**config.mk**
```make
export PLATFORM = sky130hd
export DESIGN_NAME = edge_event_arbiter
export DESIGN_NICKNAME = d
export VERILOG_FILES = /design/src/rtl/edge_evt_pkg.sv /design/src/rtl/sig_sync_edge.sv /design/src/rtl/edge_event_arbiter.sv
export SDC_FILE = /design/constraint.sdc
export NUM_CORES = 1
export LEC_CHECK = 0
export CAP_MARGIN = 5
export CORE_AREA = 4 4 44 65
export DETAILED_ROUTE_END_ITERATION = 6
export DIE_AREA = 0 0 48 69
export MAX_ROUTING_LAYER = met4
export PLACE_DENSITY = 0.89
export SYNTH_ARGS = -nofsm -noshare
export SYNTH_HDL_FRONTEND = slang
export SYNTH_HIERARCHICAL = 1
export SYNTH_SLANG_ARGS = --single-unit
```
**constraint.sdc**
```tcl
create_clock -name clk -period 3.3 [get_ports clk]
set_input_delay 0.66 -clock clk [delete_from_list [all_inputs] [get_ports clk]]
set_output_delay 0.66 -clock clk [all_outputs]
set_load 0.02 [all_outputs]
```
**src/rtl/edge_evt_pkg.sv**
```systemverilog
// Shared types and constants for the edge event arbiter.
package edge_evt_pkg;

  typedef enum logic {
    IDLE    = 1'b0,
    PRESENT = 1'b1
  } state_t;

  localparam int N_CH_DEFAULT = 4;
  localparam int ARM_DLY      = 3;

endpackage

```
**src/rtl/sig_sync_edge.sv**
```systemverilog
// One channel: 2-flop synchronizer, previous-value flop and qualified rising-edge pulse.
module sig_sync_edge (
  input  logic clk,
  input  logic rst,
  input  logic sig,
  input  logic en,
  input  logic armed,
  output logic rise
);

  logic s1;
  logic s2;
  logic prev;

  always_ff @(posedge clk) begin
    if (rst) begin
      s1   <= 1'b0;
      s2   <= 1'b0;
      prev <= 1'b0;
    end else begin
      s1   <= sig;
      s2   <= s1;
      prev <= s2;
    end
  end

  assign rise = s2 & ~prev & en & armed;

endmodule

```
**src/rtl/edge_event_arbiter.sv**
```systemverilog
// Latches rising edges from N_CH asynchronous inputs and presents them one at a
// time to a valid/ready consumer in round-robin order, flagging lost events.
//
//   state   | meaning
//   IDLE    | nothing presented, evt_valid=0
//   PRESENT | evt_ch presented, evt_valid=1, waiting for evt_ready
module edge_event_arbiter
  import edge_evt_pkg::*;
#(
  parameter int N_CH = N_CH_DEFAULT,
  parameter int CW   = $clog2(N_CH)
) (
  input  logic            clk,
  input  logic            rst,
  input  logic [N_CH-1:0] sig,
  input  logic [N_CH-1:0] en,
  output logic            evt_valid,
  input  logic            evt_ready,
  output logic [CW-1:0]   evt_ch,
  output logic [N_CH-1:0] pending,
  output logic [N_CH-1:0] overrun,
  input  logic [N_CH-1:0] ovr_clr
);

  localparam int AW = $clog2(ARM_DLY + 1);

  state_t          state;
  logic [CW-1:0]   last;
  logic [AW-1:0]   arm_cnt;
  logic            armed;
  logic [N_CH-1:0] rise;
  logic            do_grant;
  logic [CW-1:0]   gnt_idx;
  logic [CW-1:0]   hi_idx;
  logic [CW-1:0]   lo_idx;
  logic            hi_found;
  logic [N_CH-1:0] gnt_onehot;
  logic [N_CH-1:0] pending_n;
  logic [N_CH-1:0] overrun_n;

  // Edges are ignored until the synchronizers and prev flops have settled after reset.
  assign armed = (arm_cnt == AW'(ARM_DLY));

  for (genvar g = 0; g < N_CH; g++) begin : g_ch
    sig_sync_edge u_sync (
      .clk   (clk),
      .rst   (rst),
      .sig   (sig[g]),
      .en    (en[g]),
      .armed (armed),
      .rise  (rise[g])
    );
  end

  // Round-robin: lowest pending index above last, else lowest pending overall.
  always_comb begin
    hi_idx   = '0;
    lo_idx   = '0;
    hi_found = 1'b0;
    for (int i = N_CH - 1; i >= 0; i--) begin
      if (pending[i]) begin
        lo_idx = CW'(i);
        if (CW'(i) > last) begin
          hi_idx   = CW'(i);
          hi_found = 1'b1;
        end
      end
    end
    gnt_idx  = hi_found ? hi_idx : lo_idx;
    do_grant = (|pending) && ((state == IDLE) || evt_ready);

    gnt_onehot = '0;
    if (do_grant) gnt_onehot[gnt_idx] = 1'b1;

    // A new edge on the channel being granted re-arms it without loss.
    pending_n = (pending & ~gnt_onehot) | rise;
    overrun_n = (overrun & ~ovr_clr) | (rise & pending & ~gnt_onehot);
  end

  always_ff @(posedge clk) begin
    if (rst) begin
      state     <= IDLE;
      evt_valid <= 1'b0;
      evt_ch    <= '0;
      last      <= CW'(N_CH - 1);
      pending   <= '0;
      overrun   <= '0;
      arm_cnt   <= '0;
    end else begin
      pending <= pending_n;
      overrun <= overrun_n;
      if (!armed) arm_cnt <= arm_cnt + AW'(1);

      case (state)
        IDLE: begin
          if (do_grant) begin
            state     <= PRESENT;
            evt_valid <= 1'b1;
            evt_ch    <= gnt_idx;
            last      <= gnt_idx;
          end
        end
        PRESENT: begin
          if (evt_ready) begin
            if (do_grant) begin
              evt_ch <= gnt_idx;
              last   <= gnt_idx;
            end else begin
              state     <= IDLE;
              evt_valid <= 1'b0;
            end
          end
        end
        default: begin
          state     <= IDLE;
          evt_valid <= 1'b0;
        end
      endcase
    end
  end

endmodule

```
==> impl_metrics.csv <==
group,metric,value,unit
sta,drv_slew,0,
clock_network,ctsResizeCount,0,
global_route,grt_usage,15.50,%
clock_network,cts_tree,"built",
die,floorplan.core_area,2260,um2
sta,clock.fmax,461.4,MHz
sta,maxSlewHeadroom,60.98,%
yosys,yosysMostFrequentCell,"dfxtp_1",
yosys,synth_seq_area_share,49.39,%
worst_setup_path,slowest_delay,660,ps
worst_hold_path,holdPathEnd,"g_ch[3].u_sync/s2$_SDFF_PP0_",
placement,io_buffers,25,
worst_setup_path,crit_type,"flop to output port",
clock_network,path_clk_slew,140,ps
power,p_leak,0.5203,nW
worst_setup_path,cpLargestDelayFamily,"buffers and inverters",
cells_and_area,drive_gt1_share,8.571,%
power,total_power,0.5848,mW
global_route,antenna_found_initial,0,
sta,fin_setup_tns,0,ps
power,irDropWorstVdd,0.3451,mV
sta,period_needed,2167,ps
clock_network,cts_hold_repair.buffers,0,
worst_setup_path,regToRegEndpoint,"pending[3]$_SDFF_PP0_",
cells_and_area,nFillCells,194,
sta,hold_viol_final,0,
route,routed_wl,2.227,mm
placement,place_congestion,0.8838,
yosys,synth_top_area_share,49.39,%
sta,clock_skew,1.939,ps
worst_setup_path,end_kind,"output port",
placement,placed_cell_area,1403,um2
cells_and_area,nNetsFinal,157,
job,max_cap_viol_count,0,
worst_hold_path,hold_depth,1,
worst_setup_path,cp.arrival,1510,ps
placement,hpwl,1.709,mm
worst_setup_path,r2r_slack,1710,ps
die,io_pins,26,
worst_setup_path,critPathBufInv,1,
die,die-area,3312,um2
die,num_rows,21,
worst_setup_path,cp_slowest_cell,"clkdlybuf4s50_1",
route,vias_per_cell,5.589,
clock_network,cts_buffers,3,
yosys,synth_top_cell_by_area,"dfxtp_1",
yosys,synth.avg_cell_area,10.04,um2
worst_setup_path,crit_chain,"clkdlybuf4s50_1",
clock_network,cts_buffer_depth,2,
power,p_per_area,406.4,nW/um2
clock_network,cts.sinks,28,
global_route,grt_max_degree,17,
clock_network,root_buffer,"clkbuf_4",
yosys,synth-async-reset-ratio,0,%
cells_and_area,fin_area,1439,um2
worst_setup_path,worstSetupStartpointType,"flop",
global_route,grt_pass1_vias,898,
yosys,synth_edf_count,0,
worst_hold_path,hold_class,"flop to flop",
die,die_x,48,um
yosys,ys_ff_latch,28,
worst_setup_path,worstPathMaxFanout,9,
route,drtPass1Iterations,4,
global_route,grt_pass1_wl,3.801,mm
yosys,yosys-top-cells-area,"dfxtp_1, nor2b_1, nor2_1",
yosys,synth_common_cells,"dfxtp_1, nor2_1, nor2b_1, nor3_1, a21oi_1",
clock_network,clk_latency,320,ps
worst_setup_path,worstRegToRegCells,4,
route,postRouteAntennaNets,0,
yosys,syn-num-nets,129,
cells_and_area,fin_util,63.68,%
route,wl_per_cell,13.66,um
yosys,synth_area,1135,um2
worst_hold_path,holdCritStartpoint,"g_ch[3].u_sync/s1$_SDFF_PP0_",
sta,finalCritPeriodShare,65.67,%
clock_network,htreeDepth,1,
route,drc_errors,0,
sta,setup_viol_count_final,0,
yosys,synth_cells,113,
worst_setup_path,worst-endpoint-required,2640,ps
cells_and_area,n_antenna_cell,0,
die,fp.dieH,69,um
global_route,grt-ovfl-total,0,
yosys,ys.flop_type,"dfxtp_1",
sta,rsz0062_at_grt,"false",
yosys,yosys_warnings,6,
route,vias,911,
sta,tightest_slew,583.4,ps
die,initial_utilization,50.22,%
worst_setup_path,r2r-start,"pending[1]$_SDFF_PP0_",
clock_network,cts_setup_buffers,0,
cells_and_area,areaGrowthSynthToFinish,26.79,%
route,drt_iter0_drc,11,
yosys,yosysUniqueCellTypes,32,
outcome,status,"complete, no violations",
## area by class of cell
type	instances	area (um2)	share of cell area (%)
flip-flops and latches	28	560.5	38.96
multi-input cells	80	548.0	38.09
repair buffers	26	257.7	17.91
clock buffers	4	36.28	2.522
well taps	23	28.78	2.000
inverters	2	7.507	0.5217
## routing by layer
layer | global-route usage [%] | share of wire, % | up-vias
li1 | - | - | 459
met1 | 15.58 | 40 | 424
met2 | 26.66 | 54 | 24
met3 | 1.823 | 3.6 | 4
met4 | 8.383 | 2.1 | 0
met5 | - | 0 | -
## placed cells by master (no fill, tap or decap)
master and count:
dfxtp_1 28, clkdlybuf4s50_1 25, nor2_1 13, nor2b_1 12, nor3_1 8, a21oi_1 7
nand2b_1 5, nor3b_1 4, a31oi_1 4, and4b_1 4, clkbuf_4 3, a211oi_2 2
mux2i_1 2, a211oi_1 2, inv_1 2, a21bo_2 1, o21ai_0 1, a21o_1 1
nand3_1 1, or2_1 1, nor3b_2 1, a311oi_4 1, nor4_2 1, or2b_4 1
and3_1 1, a22oi_1 1, a311oi_1 1, a311o_1 1, o21ai_1 1, o21a_1 1
xor2_1 1, ha_1 1, clkbuf_8 1, buf_4 1
## state kept, by name, indices dropped and copies added, names as in the netlist
| name | count |
|---|---|
| arm_cnt | 2 |
| evt_ch | 2 |
| evt_valid | 1 |
| g_ch.u_sync/prev | 4 |
| g_ch.u_sync/s1 | 4 |
| g_ch.u_sync/s2 | 4 |
| last | 2 |
| overrun | 4 |
| pending | 4 |
| state | 1 |
## power by group
group	switching, mW	internal, mW
sequential	0.00833	0.352
clock	0.0955	0.0674
combinational	0.0269	0.0343
total	0.131	0.454
## metrics by stage
| stage | hold WS (ps) | setup slack [ps] | cells |
|---|---|---|---|
| 2_1_floorplan | 413.8 | 1780 | 113 |
| 3_3_place_gp | 420.7 | 1221 | 159 |
| 3_5_place_dp | 445.8 | 1193 | 159 |
| 4_1_cts | 468.8 | 1116 | 163 |
| 5_1_grt | 475.4 | 1046 | 163 |
| 6_report | 464.9 | 1133 | 163 |
## how the worst max path moves through the flow
stage	from	to	slack [ps]	cells past startpoint
detailed placement	rst	overrun[0]$_SDFF_PP0_	1190	4
global route	pending[1]$_SDFF_PP0_	pending[1]	1050	1
finish	pending[1]$_SDFF_PP0_	pending[1]	1130	1
floorplan	evt_ready	overrun[1]$_SDFF_PP0_	1780	5
CTS	pending[1]$_SDFF_PP0_	pending[1]	1120	1
global placement	rst	overrun[2]$_SDFF_PP0_	1220	4
## cells by family after synthesis
logic type / share of synthesized area (%)
flops: 49.39
compound gates: 16.54
buf+inv: 2.316
mux: 1.764
xor+xnor: 0.7719
fa+ha+maj: 1.102
simple gates: 28.12
No activity file was read; power rests on OpenSTA's default activity.
